### config.mk
export PLATFORM = sky130hd
export DESIGN_NAME = gf_2ton_digit_serial_multiplier
export DESIGN_NICKNAME = d
export VERILOG_FILES = /design/src/rtl/gf_2ton_digit_serial_multiplier.sv
export SDC_FILE = /design/constraint.sdc
export NUM_CORES = 2
export LEC_CHECK = 0
export ABC_CLOCK_PERIOD_IN_PS = 2350
export CORE_MARGIN = 3
export CORE_UTILIZATION = 45
export CTS_CLUSTER_SIZE = 24
export DETAILED_ROUTE_END_ITERATION = 8
export GPL_ROUTABILITY_DRIVEN = 0
export PLACE_DENSITY = 0.7
export SLEW_MARGIN = 20
export SYNTH_ARGS = -nofsm -noshare
export SYNTH_HDL_FRONTEND = slang
export SYNTH_SLANG_ARGS = --single-unit
### constraint.sdc
create_clock -name i_clock -period 2.35 [get_ports i_clock]
set_input_delay 0.47 -clock i_clock [delete_from_list [all_inputs] [get_ports i_clock]]
set_output_delay 0.47 -clock i_clock [all_outputs]
set_load 0.02 [all_outputs]
### src/rtl/gf_2ton_digit_serial_multiplier.sv
// Digit-serial GF(2^n) multiplier, reflected bit order.
// Each BUSY cycle consumes NB_DIGIT bits of x, starting at x^0.
// The product is either reduced by POLY_R or left as the full carry-less product.
module gf_2ton_digit_serial_multiplier #(
    parameter int                 NB_DATA  = 128,
    parameter int                 NB_DIGIT = 8,
    parameter logic [NB_DATA-1:0] POLY_R   = {8'hE1, {(NB_DATA-8){1'b0}}}
) (
    input  logic                 i_clock,
    input  logic                 i_reset_n,
    input  logic [NB_DATA-1:0]   i_data_x,
    input  logic [NB_DATA-1:0]   i_data_y,
    input  logic                 i_reduce,
    input  logic                 i_valid,
    output logic                 o_ready,
    input  logic                 i_abort,
    output logic [2*NB_DATA-2:0] o_data_z,
    output logic                 o_valid,
    input  logic                 i_ready
);

    localparam int NB_PROD  = 2*NB_DATA-1;
    localparam int NB_STEPS = NB_DATA / NB_DIGIT;
    localparam int CNT_W    = (NB_STEPS > 1) ? $clog2(NB_STEPS) : 1;
    localparam logic [CNT_W-1:0] LAST_CNT = CNT_W'(NB_STEPS-1);

    if (NB_DATA % NB_DIGIT != 0) begin : g_bad_digit
        $error("NB_DATA must be a multiple of NB_DIGIT");
    end

    typedef enum logic [1:0] {
        IDLE = 2'd0,
        BUSY = 2'd1,
        DONE = 2'd2
    } state_t;

    state_t               state_q;
    state_t               state_d;
    logic                 accept;
    logic [CNT_W-1:0]     cnt_q;
    logic [NB_DATA-1:0]   x_q;
    logic [NB_PROD-1:0]   v_q;
    logic [NB_PROD-1:0]   z_q;
    logic                 red_q;
    logic [NB_PROD-1:0]   v_c;
    logic [NB_PROD-1:0]   z_c;

    // Multiply a reduced-field element by x: shift toward higher degree and
    // fold the x^NB_DATA term back in with the reflected reduction constant.
    function automatic logic [NB_DATA-1:0] mul_x(input logic [NB_DATA-1:0] v);
        mul_x = (v >> 1) ^ (v[0] ? POLY_R : '0);
    endfunction

    // State register.
    always_ff @(posedge i_clock or negedge i_reset_n) begin
        if (!i_reset_n) begin
            state_q <= IDLE;
        end else begin
            state_q <= state_d;
        end
    end

    // Next-state logic; abort wins over accept, ready and the last digit.
    always_comb begin
        state_d = state_q;
        accept  = 1'b0;
        case (state_q)
            IDLE: begin
                if (i_valid && !i_abort) begin
                    accept  = 1'b1;
                    state_d = BUSY;
                end
            end
            BUSY: begin
                if (i_abort) begin
                    state_d = IDLE;
                end else if (cnt_q == LAST_CNT) begin
                    state_d = DONE;
                end
            end
            DONE: begin
                if (i_abort || i_ready) begin
                    state_d = IDLE;
                end
            end
            default: state_d = IDLE;
        endcase
    end

    // One digit of shift-and-add: for each x bit, add the running y*x^k
    // term, then advance it by one power of x (reduced or plain shift).
    always_comb begin
        z_c = z_q;
        v_c = v_q;
        for (int i = 0; i < NB_DIGIT; i++) begin
            if (x_q[NB_DATA-1-i]) begin
                z_c = z_c ^ v_c;
            end
            if (red_q) begin
                v_c = {{(NB_DATA-1){1'b0}}, mul_x(v_c[NB_DATA-1:0])};
            end else begin
                v_c = v_c >> 1;
            end
        end
    end

    // Operand latch on accept, then one digit per BUSY cycle.
    always_ff @(posedge i_clock or negedge i_reset_n) begin
        if (!i_reset_n) begin
            cnt_q <= '0;
            x_q   <= '0;
            v_q   <= '0;
            z_q   <= '0;
            red_q <= 1'b0;
        end else if (accept) begin
            cnt_q <= '0;
            x_q   <= i_data_x;
            // Reduced mode keeps y in the low NB_DATA bits; unreduced mode
            // aligns y so its x^0 coefficient sits at the product's top bit.
            v_q   <= i_reduce ? {{(NB_DATA-1){1'b0}}, i_data_y}
                              : {i_data_y, {(NB_DATA-1){1'b0}}};
            z_q   <= '0;
            red_q <= i_reduce;
        end else if (state_q == BUSY && !i_abort) begin
            cnt_q <= cnt_q + 1'b1;
            x_q   <= x_q << NB_DIGIT;
            v_q   <= v_c;
            z_q   <= z_c;
        end
    end

    assign o_ready  = (state_q == IDLE);
    assign o_valid  = (state_q == DONE);
    assign o_data_z = (state_q == DONE) ? z_q : '0;

endmodule

# ---- Word-level counts from Yosys, hierarchy flattened
# Index checks and enable logic that the tools add are counted.
# W data, S select, Z words.
dict set report totals {
  register_bits 645
  latch_bits 0
  ramBits 0
  romBits 0
  in_bits 262
  elab_cells 77
  mem_count 0
}
dict set report classes {
  n_addsub 1
  multipliers 0
  div_mod_pow 0
  n_lt_le_gt_ge 0
  eq_ne 6
  shifts 0
  n_mux 41
  bitwise 16
  n_reduce_logical 7
}
# cell count
set op_table {}
lappend op_table {{$mux W255} 14}
lappend op_table {{$xor A255 B255 Y255} 8}
lappend op_table {{$mux W254} 8}
lappend op_table {{$mux W128} 10}
lappend op_table {{$xor A127 B128 Y128} 8}
lappend op_table {{$mux W2} 4}
lappend op_table {{$mux W4} 2}
lappend op_table {{$pmux W2 S3} 1}
lappend op_table {{$add A4 B1 Y4 const B} 1}
lappend op_table {{$eq A4 B4 Y1 const B} 1}
lappend op_table {{$ne A2 B1 Y1 const B} 2}
lappend op_table {{$ne A3 B3 Y1 const B} 1}
lappend op_table {{$reduce_and A3 Y1} 1}
lappend op_table {{$eq A2 B1 Y1 const B} 1}
lappend op_table {{$eq A2 B2 Y1 const B} 1}
lappend op_table {{$logic_and A1 B1 Y1} 2}
lappend op_table {{$logic_not A2 Y1} 1}
lappend op_table {{$mux W1} 2}
lappend op_table {{$reduce_bool A2 Y1} 1}
lappend op_table {{$logic_not A1 Y1} 1}
lappend op_table {{$logic_or A1 B1 Y1} 1}

# ---- Longest topological paths before layout
dict set report depth {
  ltp_word 26
  ltp_mapped 11
  depth_no_buf 6
}

# ---- Worst setup path after synthesis
# No wires, ideal clock.
dict set report synth_timing {
  path_kind {flip-flop to flip-flop}
  startpoint {register v_q[1]}
  endpoint {register z_q[123]}
  setup_time_ps 130
  arrival_time_ps 1839
  required_ps 2220
  path_slack_ps 380
  stages_incl_launch_ff 8
  path_buffers 1
  cell_sequence {dfrtp_1 -> buf_6 -> xor3_1 -> mux2_2 -> nand2_1 -> xnor3_1 -> xnor2_1 -> o21ai_1}
}
dict set report synth_between {
  elab_chain_cells 19
  elab_cells_between_ends 23
}
# item line
set synth_rtl {}
lappend synth_rtl {{start: declaration} 42} ;# logic [NB_PROD-1:0] v_q;
lappend synth_rtl {{start signal: assignment} 120} ;# v_q <= i_reduce ? {{(NB_DATA-1){1'b0}}, i_data_y}
lappend synth_rtl {{start signal: assignment} 127} ;# v_q <= v_c;
lappend synth_rtl {{$xor A127 B128 Y128} 51} ;# mul_x = (v >> 1) ^ (v[0] ? POLY_R : '0);
lappend synth_rtl {{$mux W254 (*)} 99} ;# if (red_q) begin
lappend synth_rtl {{$mux W128 (*)} 51}
lappend synth_rtl {{$xor A127 B128 Y128 (*)} 51}
lappend synth_rtl {{$mux W254 (*)} 99}
lappend synth_rtl {{$xor A127 B128 Y128} 51}
lappend synth_rtl {{$mux W254 (*)} 99}
lappend synth_rtl {{$xor A127 B128 Y128} 51}
lappend synth_rtl {{[3 not listed]} n/a}
lappend synth_rtl {{$xor A255 B255 Y255 / $xor A127 B128 Y128 (equally long branches)} {97, 51}}
lappend synth_rtl {{$mux W255 / $mux W254 (equally long branches)} {96, 99}}
lappend synth_rtl {{$xor A255 B255 Y255} 97} ;# z_c = z_c ^ v_c;
lappend synth_rtl {{$mux W255 (*)} 96} ;# if (x_q[NB_DATA-1-i]) begin
lappend synth_rtl {{$xor A255 B255 Y255} 97}
lappend synth_rtl {{$mux W255 (*)} 96}
lappend synth_rtl {{$mux W255 (*)} 124} ;# end else if (state_q == BUSY && !i_abort) begin
lappend synth_rtl {{$mux W255 (*)} 115} ;# end else if (accept) begin
lappend synth_rtl {{end signal: assignment} 128} ;# z_q <= z_c;
lappend synth_rtl {{end: declaration} 43} ;# logic [NB_PROD-1:0] z_q;
# Mark *: on every way between the ends. The rest lies on a longest branch, timed or not. The select of a mux whose other input is x is not followed.
# A chain may end at the register's enable or synchronous reset.

# ---- Final worst setup path
dict set report layout_timing {
  startpoint {register state_q[0]}
  endpoint {output o_data_z[10]}
}
dict set report layout_between {
  elab_chain_cells 2
}
# item line
set layout_rtl {}
lappend layout_rtl {{start: declaration} 37} ;# state_t state_q;
lappend layout_rtl {{start signal: assignment} 59} ;# state_q <= state_d;
lappend layout_rtl {{$eq A2 B2 Y1} 134} ;# assign o_data_z = (state_q == DONE) ? z_q : '0;
lappend layout_rtl {{$mux W255} 134}
lappend layout_rtl {{end: declaration} 17} ;# output logic [2*NB_DATA-2:0] o_data_z,
# No other way between the ends.

==> metrics list <==
* Net count after synthesis: 8,088
* X dimension of the die: 361 um
* Power per standard cell area: 1090 nW/um^2
- Synth top area cells: sky130_fd_sc_hd__dfrtp_1 28%, sky130_fd_sc_hd__xnor2_1 23%, sky130_fd_sc_hd__nand2_1 19%
- From synthesis to final layout, the design area changed by 19.2%.
- The biggest area contributor in the post-synthesis netlist is sky130_fd_sc_hd__dfrtp_1.
- The routed design could run at a clock period as short as 2.65 ns.
- Across every metal layer, demand over resource in global routing totals 0.308.
- The H-tree generated during clock tree synthesis spans 3 levels.
- Clock-pin slew was measured on the worst setup and hold paths at 0.06 ns.
* Vias in the first global route: 52,304
- Achievable frequency: 0.377 GHz
- For this run, design rule violations remaining after detail routing come to 0.
* Total vias in the final route: 54,155
- The setup path with the least slack is of type register to output pin.
- Number of nets with antenna violations after routing: 0
- Count of final max-slew check failures: 0
- Syn Std Cell Area: 56,700 sq um
- PortBufs: 518
- Clock tree from TritonCTS: yes
- Count of flip-flops with a built-in enable after synthesis: 0
- Final-stage net count: 8,278
* Number of antenna violations at the first check in global routing: 44
- I/O pin count: 519
* Cells after Synth: 7,825
- Gr ovfl total: 0
* Total of endpoints with negative setup slack in the final report: 256
- Measured against its own limit, the worst slew margin works out to 0.587.
* Core ar.: 124,000 sq um
* Hold crit path type: input port to asynchronous set/reset pin
- Clock buffer count from CTS: 80
* Final count of hold timing violations: 0
- Transition time at the pin with the least slew margin: 0.620 ns
* Share of async-settable or async-resettable flops after synthesis: 1.00
- Pin count of the biggest net entering global routing: 113
- For this block, the initial DRC count from the detailed router was 5,484.
- Worst-case setup margin in the final layout: -0.305 ns
* Leakage Power: 27.5 nW
- Area share of the largest cell type after synthesis: 0.285
* Warning count from the yosys run: 0
- In this run the worst setup path begins at state_q[0].
- Area enclosed by the die boundary: 130,000 sq um
- For this configuration, the core starts out at a cell density of 0.456.
- CP Max Fanout: 10
* Dominant register cell in the synthesized netlist: sky130_fd_sc_hd__dfrtp_1
* Top cells by count, synth: 2,874 x sky130_fd_sc_hd__nand2_1, 1,508 x sky130_fd_sc_hd__xnor2_1, 645 x sky130_fd_sc_hd__dfrtp_1
- Of the synthesized area, sequential elements account for 0.285.
- After detailed placement, the design holds a cell count of 9,538.
* Share of final-layout standard cells stronger than drive strength 1: 0.101
- The first global-routing pass estimated 315 mm of wire.
- A synthesized cell averages 7.24 sq um.
- After detailed routing, the average wire length per cell comes to 21.3 um.
- The finished layout holds 9,736 standard cells, fillers aside.
* Clock tree root buffer cell: sky130_fd_sc_hd__clkbuf_16
- Wire length after detailed routing: 207 mm
- For the final database, setup skew stands at 0.0332 ns.
* Final Cycle Share: 1.13
- Yosys instantiated no cell more often than sky130_fd_sc_hd__nand2_1.
* Pre-Repair DR Iteration Count: 6
* Synthesized flop and latch total: 645
* Data required time of the critical path: 1.88 ns
- Yosys mapped the design onto 53 distinct sky130hd cell types.
* Per-cell via count in the routed design: 5.56
- The die is 361 um tall.
- For the worst-skew pair, the clock arrives at the later sink with an insertion delay of 0.70 ns.
- The worst register-to-register path has a depth of 7.
* Fin util: 0.544
* Number of maximum-capacitance constraint violations: 0
- Setup repair after global routing missed its margin: yes
* HPWL after detailed placement: 145 mm
- Data arrival time of the worst path: 2.18 ns
- Startpoint of the worst-slack reg-to-reg timing path: v_q[1]
- # clock sinks: 645
- Across the VDD grid, the largest voltage drop is 0.000664 V.
- Status: finished with violations
- STA classifies the critical path startpoint as a register.
* Failing checks: setup timing
- Reg2reg setup slack: 0.06 ns
- Counting along the longest clock path gives a buffer depth of 3.
* Filler cell count: 11,421
- In this run the core area contains 129 standard-cell rows.
* Endpoint kind of the worst setup timing path: output pin
==> timing repair <==
| action | CTS | global route |
|---|---|---|
| setup buffers | 8 | 16 |
| hold endpoints to repair | 83 | 0 |
| gates cloned | 7 | 3 |
| setup endpoints to repair | 257 | 259 |
| hold buffers | 1 | 0 |
| resized for setup | 627 | 377 |
==> critical path: stages, from the launching register on <==
cell,delay [ns]
sky130_fd_sc_hd__dfrtp_1,0.40
sky130_fd_sc_hd__nor2b_4,0.15
sky130_fd_sc_hd__buf_12,0.17
sky130_fd_sc_hd__buf_16,0.18
sky130_fd_sc_hd__buf_4,0.17
sky130_fd_sc_hd__and2_1,0.21
sky130_fd_sc_hd__buf_4,0.18
==> cell usage in the layout, fill, tap and decap left out, types with 19 or more instances in the layout <==
cell type                         Yosys  final
sky130_fd_sc_hd__o21ai_1             58     58
sky130_fd_sc_hd__diode_2              0     20
sky130_fd_sc_hd__buf_6                8     78
sky130_fd_sc_hd__buf_2              191     34
sky130_fd_sc_hd__dfrtp_1            645    636
sky130_fd_sc_hd__clkbuf_16            0     83
sky130_fd_sc_hd__xor2_1             489    489
sky130_fd_sc_hd__a22oi_1            199    199
sky130_fd_sc_hd__a21oi_1            197    197
sky130_fd_sc_hd__buf_12               0    106
sky130_fd_sc_hd__and3_1              22     22
sky130_fd_sc_hd__and2_1             262    189
sky130_fd_sc_hd__a31oi_1            132    132
sky130_fd_sc_hd__buf_4                1    321
sky130_fd_sc_hd__clkdlybuf4s15_2      0     23
sky130_fd_sc_hd__and2_4               0     72
sky130_fd_sc_hd__nor2b_1             45     43
sky130_fd_sc_hd__xnor2_1           1508   1508
sky130_fd_sc_hd__o21ai_0            250    250
sky130_fd_sc_hd__clkdlybuf4s50_1      0    259
sky130_fd_sc_hd__clkbuf_1           343     19
sky130_fd_sc_hd__nor2_1             279    276
sky130_fd_sc_hd__nand2_1           2874   2873
==> metrics by stage <==
stage	total power, mW	setup TNS (ns)	hold slack [ns]	area, sq um	setup slack [ns]
global route	78.2	-60.75	0.241	67500	-0.357
global placement	59.1	-0.00549	0.365	64200	-0.00549
detailed placement	60.1	-0.254	0.362	64200	-0.0403
floorplan	50.0	0	0.174	56700	0.380
CTS	73.7	-69.19	0.227	67300	-0.406
finish	73.7	-43.49	0.242	67600	-0.305
==> power by group <==
group / switching [mW] / internal (mW) / leakage [nW]
Sequential: 6.43 / 14.2 / 8.21
Combinational: 20.2 / 19.6 / 18.0
Clock: 5.49 / 7.74 / 1.36
Total: 32.1 / 41.6 / 27.5
==> flip-flops by register name, indices dropped and copies added, names as in the netlist <==
signal   count
state_q      2
x_q        128
red_q        1
v_q        255
cnt_q        4
z_q        255
==> per-layer routing <==
layer | GRT usage | vias to the layer above | wire length, um
met5 | 0 | - | 306
met1 | 0.378 | 25981 | 77500
met2 | 0.472 | 2797 | 90500
met4 | 0.191 | 46 | 15300
met3 | 0.0940 | 644 | 23900
li1 | - | 24687 | -
==> cells by family (layout without fill, tap and decap cells) <==
logic type	count (synthesis)	count (layout)	share of synthesized area
simple gates	3518	3518	0.249
xor+xnor	2015	2015	0.316
compound gates	885	885	0.0928
buf+inv	751	1005	0.0551
flops	645	645	0.285
mux	10	10	0.00181
fa+ha+maj	1	1	0.000221
other cells	0	20	0
==> layout make-up <==
cell class / instances / area (sq um) / area share
Antenna cell: 20 / 50.0 / 0.000741
Sequential cell: 645 / 16200 / 0.239
Clock buffer: 115 / 2290 / 0.0339
Timing Repair Buffer: 851 / 8860 / 0.131
Inverter: 8 / 30.0 / 0.000445
Tap cell: 1637 / 2050 / 0.0303
Multi-Input combinational cell: 6429 / 37600 / 0.557
Clock inverter: 31 / 465 / 0.00689
==> final timing paths <==
path,end
max reg2reg,z_q[125]
max in group asynchronous,z_q[141]
min in group i_clock,x_q[15]
min,z_q[30]
max,o_data_z[10]
min reg2reg,x_q[52]
(Power assumes the default switching activity.)
